===== config.mk =====
export PLATFORM = sky130hd
export DESIGN_NAME = fetch_unit
export DESIGN_NICKNAME = d
export VERILOG_FILES = /design/src/rtl/riscv_pkg.sv /design/src/rtl/fetch_skid_buffer.sv /design/src/rtl/fetch_unit.sv
export SDC_FILE = /design/constraint.sdc
export NUM_CORES = 1
export LEC_CHECK = 0
export CORE_MARGIN = 3
export CORE_UTILIZATION = 45
export DETAILED_ROUTE_END_ITERATION = 7
export DONT_BUFFER_PORTS = 1
export PLACE_DENSITY = 0.62
export SLEW_MARGIN = 20
export SYNTH_ARGS = -nofsm -noshare
export SYNTH_HDL_FRONTEND = slang
export SYNTH_SLANG_ARGS = --single-unit

===== constraint.sdc =====
create_clock -name clk -period 2.8 [get_ports clk]
set_clock_uncertainty 0.15 [all_clocks]
set_input_delay 0.56 -clock clk [delete_from_list [all_inputs] [get_ports clk]]
set_output_delay 0.56 -clock clk [all_outputs]
set_load 0.02 [all_outputs]

===== src/rtl/riscv_pkg.sv =====
// Shared pipeline definitions: data width, the canonical NOP and the fetch FSM states.
package riscv_pkg;

  localparam int unsigned XLEN = 32;

  // addi x0, x0, 0
  localparam logic [31:0] NOP_INSTR = 32'h0000_0013;

  typedef enum logic [1:0] {
    S_IDLE = 2'd0,
    S_WAIT = 2'd1,
    S_DROP = 2'd2
  } fetch_state_t;

endpackage


===== src/rtl/fetch_skid_buffer.sv =====
// One-entry holding register for a fetched instruction that IF/ID could not accept yet.
module fetch_skid_buffer #(
  parameter int unsigned XLEN = 32
) (
  input  logic            clk,
  input  logic            reset,
  input  logic            load_i,
  input  logic            drain_i,
  input  logic            clear_i,
  input  logic [31:0]     instr_i,
  input  logic [XLEN-1:0] pc_i,
  output logic            valid_o,
  output logic [31:0]     instr_o,
  output logic [XLEN-1:0] pc_o
);
  import riscv_pkg::*;

  logic            valid_q, valid_d;
  logic [31:0]     instr_q, instr_d;
  logic [XLEN-1:0] pc_q, pc_d;

  // Clear beats load; a load in the same cycle as a drain refills the entry.
  always_comb begin
    valid_d = valid_q;
    instr_d = instr_q;
    pc_d    = pc_q;
    if (clear_i) begin
      valid_d = 1'b0;
      instr_d = NOP_INSTR;
      pc_d    = '0;
    end else if (load_i) begin
      valid_d = 1'b1;
      instr_d = instr_i;
      pc_d    = pc_i;
    end else if (drain_i) begin
      valid_d = 1'b0;
    end
  end

  always_ff @(posedge clk) begin
    if (reset) begin
      valid_q <= 1'b0;
      instr_q <= NOP_INSTR;
      pc_q    <= '0;
    end else begin
      valid_q <= valid_d;
      instr_q <= instr_d;
      pc_q    <= pc_d;
    end
  end

  assign valid_o = valid_q;
  assign instr_o = instr_q;
  assign pc_o    = pc_q;

endmodule


===== src/rtl/fetch_unit.sv =====
// Instruction-fetch stage: owns the PC, talks to instruction memory and loads IF/ID,
// honouring stalls and redirects and discarding responses made stale by a redirect.
module fetch_unit #(
  parameter int unsigned     XLEN     = 32,
  parameter logic [XLEN-1:0] RESET_PC = '0
) (
  input  logic            clk,
  input  logic            reset,
  input  logic            pc_write_enable,
  input  logic            if_id_write_enable,
  input  logic            pc_redirect,
  input  logic [XLEN-1:0] redirect_target,
  output logic            imem_req,
  output logic [XLEN-1:0] imem_addr,
  input  logic            imem_valid,
  input  logic [31:0]     imem_rdata,
  output logic            if_id_valid,
  output logic [31:0]     if_id_instr,
  output logic [XLEN-1:0] if_id_pc,
  output logic [1:0]      dbg_state
);
  import riscv_pkg::*;

  // imem handshake: imem_req is a one-cycle pulse with no back-pressure; memory answers each
  // request with exactly one imem_valid pulse one or more cycles later, never overlapping.

  fetch_state_t    state_q, state_d;
  logic [XLEN-1:0] pc_q, pc_d;
  logic [XLEN-1:0] req_pc_q, req_pc_d;
  logic            ifid_valid_q, ifid_valid_d;
  logic [31:0]     ifid_instr_q, ifid_instr_d;
  logic [XLEN-1:0] ifid_pc_q, ifid_pc_d;

  logic            buf_valid;
  logic [31:0]     buf_instr;
  logic [XLEN-1:0] buf_pc;

  logic resp_keep;
  logic resp_to_ifid;
  logic buf_load;
  logic buf_drain;
  logic buf_empty_next;
  logic issue;

  // ---------------------------------------------------------------- state register
  always_ff @(posedge clk) begin
    if (reset) begin
      state_q <= S_IDLE;
    end else begin
      state_q <= state_d;
    end
  end

  // ---------------------------------------------------------------- next state
  always_comb begin
    state_d = state_q;
    case (state_q)
      S_IDLE: begin
        if (issue) state_d = S_WAIT;
      end
      S_WAIT: begin
        if (pc_redirect)     state_d = imem_valid ? S_IDLE : S_DROP;
        else if (issue)      state_d = S_WAIT;
        else if (imem_valid) state_d = S_IDLE;
      end
      S_DROP: begin
        if (imem_valid) state_d = S_IDLE;
      end
      default: state_d = S_IDLE;
    endcase
  end

  // ---------------------------------------------------------------- outputs / control
  // Issue is gated by reset so nothing reaches memory while it is being reset with us.
  always_comb begin
    resp_keep      = (state_q == S_WAIT) && imem_valid && !pc_redirect && !reset;
    buf_drain      = buf_valid && if_id_write_enable && !pc_redirect;
    resp_to_ifid   = resp_keep && if_id_write_enable && !buf_valid;
    buf_load       = resp_keep && !resp_to_ifid;
    buf_empty_next = !buf_load && !(buf_valid && !buf_drain);
    issue          = !reset && pc_write_enable && !pc_redirect && buf_empty_next &&
                     ((state_q == S_IDLE) || ((state_q == S_WAIT) && imem_valid));
  end

  assign imem_req  = issue;
  assign imem_addr = pc_q;
  assign dbg_state = state_q;

  fetch_skid_buffer #(
    .XLEN (XLEN)
  ) u_skid (
    .clk     (clk),
    .reset   (reset),
    .load_i  (buf_load),
    .drain_i (buf_drain),
    .clear_i (pc_redirect),
    .instr_i (imem_rdata),
    .pc_i    (req_pc_q),
    .valid_o (buf_valid),
    .instr_o (buf_instr),
    .pc_o    (buf_pc)
  );

  // ---------------------------------------------------------------- PC and IF/ID datapath
  always_comb begin
    pc_d         = pc_q;
    req_pc_d     = req_pc_q;
    ifid_valid_d = ifid_valid_q;
    ifid_instr_d = ifid_instr_q;
    ifid_pc_d    = ifid_pc_q;

    if (pc_redirect) begin
      pc_d = redirect_target & ~XLEN'(3);
    end else if (issue) begin
      pc_d     = pc_q + XLEN'(4);
      req_pc_d = pc_q;
    end

    // An enabled IF/ID with nothing to load becomes a bubble so nothing is seen twice.
    if (pc_redirect) begin
      ifid_valid_d = 1'b0;
      ifid_instr_d = NOP_INSTR;
      ifid_pc_d    = '0;
    end else if (if_id_write_enable) begin
      if (buf_valid) begin
        ifid_valid_d = 1'b1;
        ifid_instr_d = buf_instr;
        ifid_pc_d    = buf_pc;
      end else if (resp_to_ifid) begin
        ifid_valid_d = 1'b1;
        ifid_instr_d = imem_rdata;
        ifid_pc_d    = req_pc_q;
      end else begin
        ifid_valid_d = 1'b0;
        ifid_instr_d = NOP_INSTR;
        ifid_pc_d    = '0;
      end
    end
  end

  always_ff @(posedge clk) begin
    if (reset) begin
      pc_q         <= RESET_PC;
      req_pc_q     <= '0;
      ifid_valid_q <= 1'b0;
      ifid_instr_q <= NOP_INSTR;
      ifid_pc_q    <= '0;
    end else begin
      pc_q         <= pc_d;
      req_pc_q     <= req_pc_d;
      ifid_valid_q <= ifid_valid_d;
      ifid_instr_q <= ifid_instr_d;
      ifid_pc_q    <= ifid_pc_d;
    end
  end

  assign if_id_valid = ifid_valid_q;
  assign if_id_instr = ifid_instr_q;
  assign if_id_pc    = ifid_pc_q;

endmodule


Word-level counts from Yosys, hierarchy flattened
Index checks and enable logic that the tools add are counted.
{"block": "op_classes", "addsub": 1, "n_eq_ne": 3, "n_mux": 16, "n_bitwise": 1, "n_reduce_logical": 27}
{"op": "$mux W32", "n": 6}
{"op": "$add A32 B3 Y32 const B", "n": 1}
{"op": "$logic_and A1 B1 Y1", "n": 14}
{"op": "$mux W2", "n": 5}
{"op": "$logic_not A1 Y1", "n": 7}
{"op": "$pmux W2 S3", "n": 1}
{"op": "$mux W1", "n": 4}
{"op": "$reduce_bool A2 Y1", "n": 2}
{"op": "$eq A2 B1 Y1 const B", "n": 1}
{"op": "$eq A2 B2 Y1 const B", "n": 1}
{"op": "$logic_not A2 Y1", "n": 1}
{"op": "$ne A2 B2 Y1 const B", "n": 1}
{"op": "$reduce_and A2 Y1", "n": 1}
{"op": "$reduce_or A2 Y1", "n": 1}
{"op": "$logic_or A1 B1 Y1", "n": 1}
{"op": "$not A1 Y1", "n": 1}
{"block": "totals", "ff_bits": 196, "input_bits": 70}

Logic depth before layout (Yosys ltp)
{"block": "depth", "ltp_word": 15, "depth_mapped": 10}

By module
A second synthesis with hierarchy kept.
{"block": "hier_totals", "hier_cells": 892, "area_unflattened_um2": 7967.6}
{"module": "fetch_unit", "n_inst": 1, "cells_per_inst": 681, "area_each_um2": 5629.1, "seq_area_each_um2": 2542.4}
{"module": "fetch_skid_buffer", "n_inst": 1, "cells_per_inst": 211, "area_each_um2": 2338.5, "seq_area_each_um2": 1301.2}

Least setup slack after synthesis
No wires, ideal clock.
{"block": "synth_timing", "path_type": "input port to output port", "from": "input reset", "to": "output imem_req", "t_arrival_ps": 1965, "t_required_ps": 2090, "path_slack_ps": 125, "path_stages": 8, "n_path_buf": 4, "path_cell_list": "buf_6 -> or2_1 -> buf_2 -> or4_4 -> buf_6 -> nand2_8 -> inv_2 -> buf_2"}
{"block": "synth_between", "elab_chain_cells": 10}
{"item": "start: declaration", "line": "fetch_unit.sv:8", "rtl": "input logic reset,"}
{"item": "$logic_not A1 Y1 (*)", "line": "fetch_unit.sv:76, fetch_unit.sv:81"}
{"item": "$logic_and A1 B1 Y1", "line": "fetch_unit.sv:76", "rtl": "resp_keep = (state_q == S_WAIT) && imem_valid && !pc_redirect && !reset;"}
{"item": "$logic_and A1 B1 Y1 (2 in a row)", "line": "fetch_unit.sv:78", "rtl": "resp_to_ifid = resp_keep && if_id_write_enable && !buf_valid;"}
{"item": "$logic_not A1 Y1", "line": "fetch_unit.sv:79", "rtl": "buf_load = resp_keep && !resp_to_ifid;"}
{"item": "$logic_and A1 B1 Y1", "line": "fetch_unit.sv:79"}
{"item": "$logic_not A1 Y1", "line": "fetch_unit.sv:80", "rtl": "buf_empty_next = !buf_load && !(buf_valid && !buf_drain);"}
{"item": "$logic_and A1 B1 Y1", "line": "fetch_unit.sv:80"}
{"item": "$logic_and A1 B1 Y1 (*) (2 in a row)", "line": "fetch_unit.sv:81", "rtl": "issue = !reset && pc_write_enable && !pc_redirect && buf_empty_next &&"}
{"item": "end: declaration", "line": "fetch_unit.sv:13", "rtl": "output logic imem_req,"}
Every way passes the cells marked *; elsewhere a longest branch is shown, timed or not.

Worst setup path in the final report
{"block": "layout_timing", "from": "register state_q[1] (netlist: dbg_state[1])", "to": "output imem_req"}
{"block": "layout_between", "elab_chain_cells": 12}
{"item": "start: declaration", "line": "fetch_unit.sv:27", "rtl": "fetch_state_t state_q, state_d;"}
{"item": "start signal: assignment", "line": "fetch_unit.sv:50", "rtl": "state_q <= state_d;"}
{"item": "$eq A2 B1 Y1", "line": "fetch_unit.sv:76, fetch_unit.sv:82"}
{"item": "$logic_and A1 B1 Y1", "line": "fetch_unit.sv:76, fetch_unit.sv:82"}
{"item": "$logic_and A1 B1 Y1 (2 in a row)", "line": "fetch_unit.sv:76"}
{"item": "$logic_and A1 B1 Y1 (2 in a row)", "line": "fetch_unit.sv:78"}
{"item": "$logic_not A1 Y1", "line": "fetch_unit.sv:79"}
{"item": "$logic_and A1 B1 Y1", "line": "fetch_unit.sv:79"}
{"item": "$logic_not A1 Y1", "line": "fetch_unit.sv:80"}
{"item": "$logic_and A1 B1 Y1", "line": "fetch_unit.sv:80"}
{"item": "$logic_and A1 B1 Y1", "line": "fetch_unit.sv:81"}
{"item": "$logic_and A1 B1 Y1 (*)", "line": "fetch_unit.sv:81"}
Marks and branches as above.

==> key figures <==
Setup path
  • Worst r2r dst: imem_addr[26]
  • Crit path max fanout: 15
  • Cell breakdown of the critical path: nor3_2, and4_1, buf_4, nand2_8, inv_2
  • Slowest stage delay, CP: 0.38 ns
  • WS Path Type: reg -> out
  • Crit path DAT: 2.00 ns
  • R2R Setup Slk: 0.37 ns
  • Critical path startpoint category: flip-flop
  • Worst reg-to-reg path cell count: 6
  • Reg2reg start: imem_addr[2]
  • CP Capture Type: output pin
  • Worst EP required: 2.09 ns
  • Critical Path Start: dbg_state[1]
  • CP max-delay cell: and4_1

Die
  • I/O pins: 170
  • Num rows: 47
  • Die H: 138 um
  • Die W: 138 um
  • Die Area: 19000 sq um
  • Core ar.: 16800 sq um
  • Initial Utilization: 46.6%

Layout
  • Post-route cell area: 8540 sq um
  • Non-Filler Instances: 1152
  • Final cell utilization of the core: 50.8%
  • Ant. Diodes: 0
  • Register area: 3760 sq um
  • Area growth syn-to-layout: 9.07%
  • Nets: 990
  • Fill count: 1660
  • Layout cells sized above 1: 8.37%
  • Area occupied by multi-input gates: 3630 sq um

Power and ir drop
  • Clk network pwr share: 43.6%
  • Combinational power share: 4.8%
  • Sequential Power Share: 51.6%
  • Leakage: 2.61 nW
  • Peak VDD IR: 432 uV
  • Sw frac: 23.4%
  • Cell Pwr Density: 644 nW/um^2
  • Final Power: 5.51 mW
  • NetSw: 1.29 mW
  • Pint: 4.22 mW

CTS
  • CTS-repair resized insts: 0
  • CTS Hold Bufs: 0
  • Setup bufs post-CTS: 0
  • TritonCTS clock tree: done
  • H-tree depth: 4
  • CTS root buf: clkbuf_16
  • Clock slew at reported path FFs: 0.07 ns
  • Clk buf depth: 2
  • Clock sink count: 188
  • Clock Latency Late Sink: 0.42 ns
  • CTS Buf Count: 17

Logic synthesis
  • Top cells by count, synth: nand2_1, dfxtp_1, a21oi_1
  • Avg Cell Area, Syn: 8.24 sq um
  • Yosys top cell by area: dfxtp_1
  • Syn Std Cell Area: 7830 sq um
  • Post-synth EDFFs: 0
  • Sequential-to-total area share from yosys stat: 48.1%
  • Count leader, synth: nand2_1
  • Area contributors post-synth: dfxtp_1, nand2_1, a21oi_1
  • Share of the synthesized area in the top cell type: 48.1%
  • Most used DFF post-synth: dfxtp_1
  • Syn. warnings: 0
  • Cell count after synthesis: 951
  • Async set or reset register ratio after synthesis: 0%
  • Synth Register Bits: 188
  • Netlist cell types: 53

Timing
  • Hold_ws: 0.0452 ns
  • Setup_tns: 0 ns
  • Post-route minimum period: 2.71 ns
  • Final setup viols: 0
  • Relative slew slack: 44.1%
  • Slew @ Worst Pin: 0.838 ns
  • Worst Setup Slack, final: 0.0910 ns
  • Period utilisation layout: 96.7%
  • Final max-slew violation count: 0
  • Fmax: 0.369 GHz
  • RSZ-0062 raised after global routing: false
  • Fin. Hold Viols: 0

Placement
  • Port Buffers: 0
  • Post-DP Area: 7950 sq um
  • DP Cell Count: 1120
  • Detailed placement HPWL: 12400 um
  • RD Place Congestion: 0.785
  • Worst slack, placed: 0.212 ns

Drt
  • Vias/cell: 5.63
  • Post-DRT Antenna Nets: 0
  • # DRC: 0
  • First drt pass iteration count: 5
  • Drt initial violations: 336
  • Wire length per cell: 17.3 um
  • Vias: 6491
  • Final WL: 19900 um

Global routing
  • Grt total ovfl: 0
  • GRT Resource Usage Total: 20.4%
  • First-pass GRT wire length: 31200 um
  • Antenna violations before repair: 0
  • Vias in the first global route: 5686
  • Pin count of the biggest net entering global routing: 130

Job
  • Max cap viols: 0

Worst hold path
  • Hold worst-path end: imem_addr[3]
  • HP Start: reset
  • Hold/Removal Path Class: in -> reg
  • Hold path depth: 1

Status
  • Status: finished, final reports clean
-- logic make-up after synthesis --
family	share of synthesized area [%]
AND/OR/NAND/NOR	21.9
multiplexers	0.575
other	0.0479
AO/OA/AOI/OAI	23.5
flip-flops	48.1
adder cells (fa/ha/maj)	0.160
buffers and inverters	5.81
-- power by group through the flow --
stage / combinational, mW / sequential (mW) / clock (mW)
2_1_floorplan: 0.225 / 2.91 / 0
5_1_grt: 0.297 / 2.85 / 2.58
6_report: 0.266 / 2.84 / 2.40
3_5_place_dp: 0.268 / 2.90 / 0
3_3_place_gp: 0.265 / 2.90 / 0
4_1_cts: 0.269 / 2.84 / 2.46
-- area by class of cell --
| type | instances | area share [%] |
|---|---|---|
| flip-flops and latches | 188 | 44.1 |
| well taps | 220 | 3.22 |
| multi-input cells | 675 | 42.5 |
| clock buffers | 22 | 5.55 |
| clock inverters | 10 | 1.35 |
| inverters | 6 | 0.264 |
| repair buffers | 31 | 3.02 |
-- critical path: cells and delay by family (launching register included) --
family        cells  cell delay [ns]
buf+inv           2             0.57
simple gates      3             0.67
flops             1             0.32
-- cell usage in the layout (no fill, tap or decap), types with 5 or more instances in the layout --
cell type	count
nand2_1	224
dfxtp_1	187
a21oi_1	104
nor2_1	73
a211oi_1	62
a22oi_1	59
buf_4	29
clkbuf_16	17
nand3_1	16
a31oi_1	16
nand4_1	12
nand2b_1	10
nor3_1	10
or3_1	10
o211ai_1	9
or4_1	6
and4_1	5
o221ai_1	5
-- layer usage --
metal	track usage (%)	share of wire (%)
met5	0	0
met3	5.55	7.3
met1	29.8	48
met2	29.5	44
met4	5.49	0.79
-- registers in the layout, summed over array words and instances, names as in the netlist --
name,cells
if_id_pc,30
u_skid.instr_o,32
if_id_instr,32
if_id_valid,1
u_skid.pc_o,30
req_pc_q,30
u_skid.valid_o,1
imem_addr,30
dbg_state,2
-- worst max path at each step --
stage / slack (ns) / endpoint / cells past startpoint
3_3_place_gp: 0.21 / imem_addr[8] / 7
6_report: 0.09 / imem_req / 5
2_1_floorplan: 0.13 / imem_req / 8
3_5_place_dp: 0.21 / imem_addr[8] / 7
4_1_cts: 0.07 / imem_req / 5
5_1_grt: 0.005 / imem_req / 5
No activity file was read; power rests on OpenSTA's default activity.
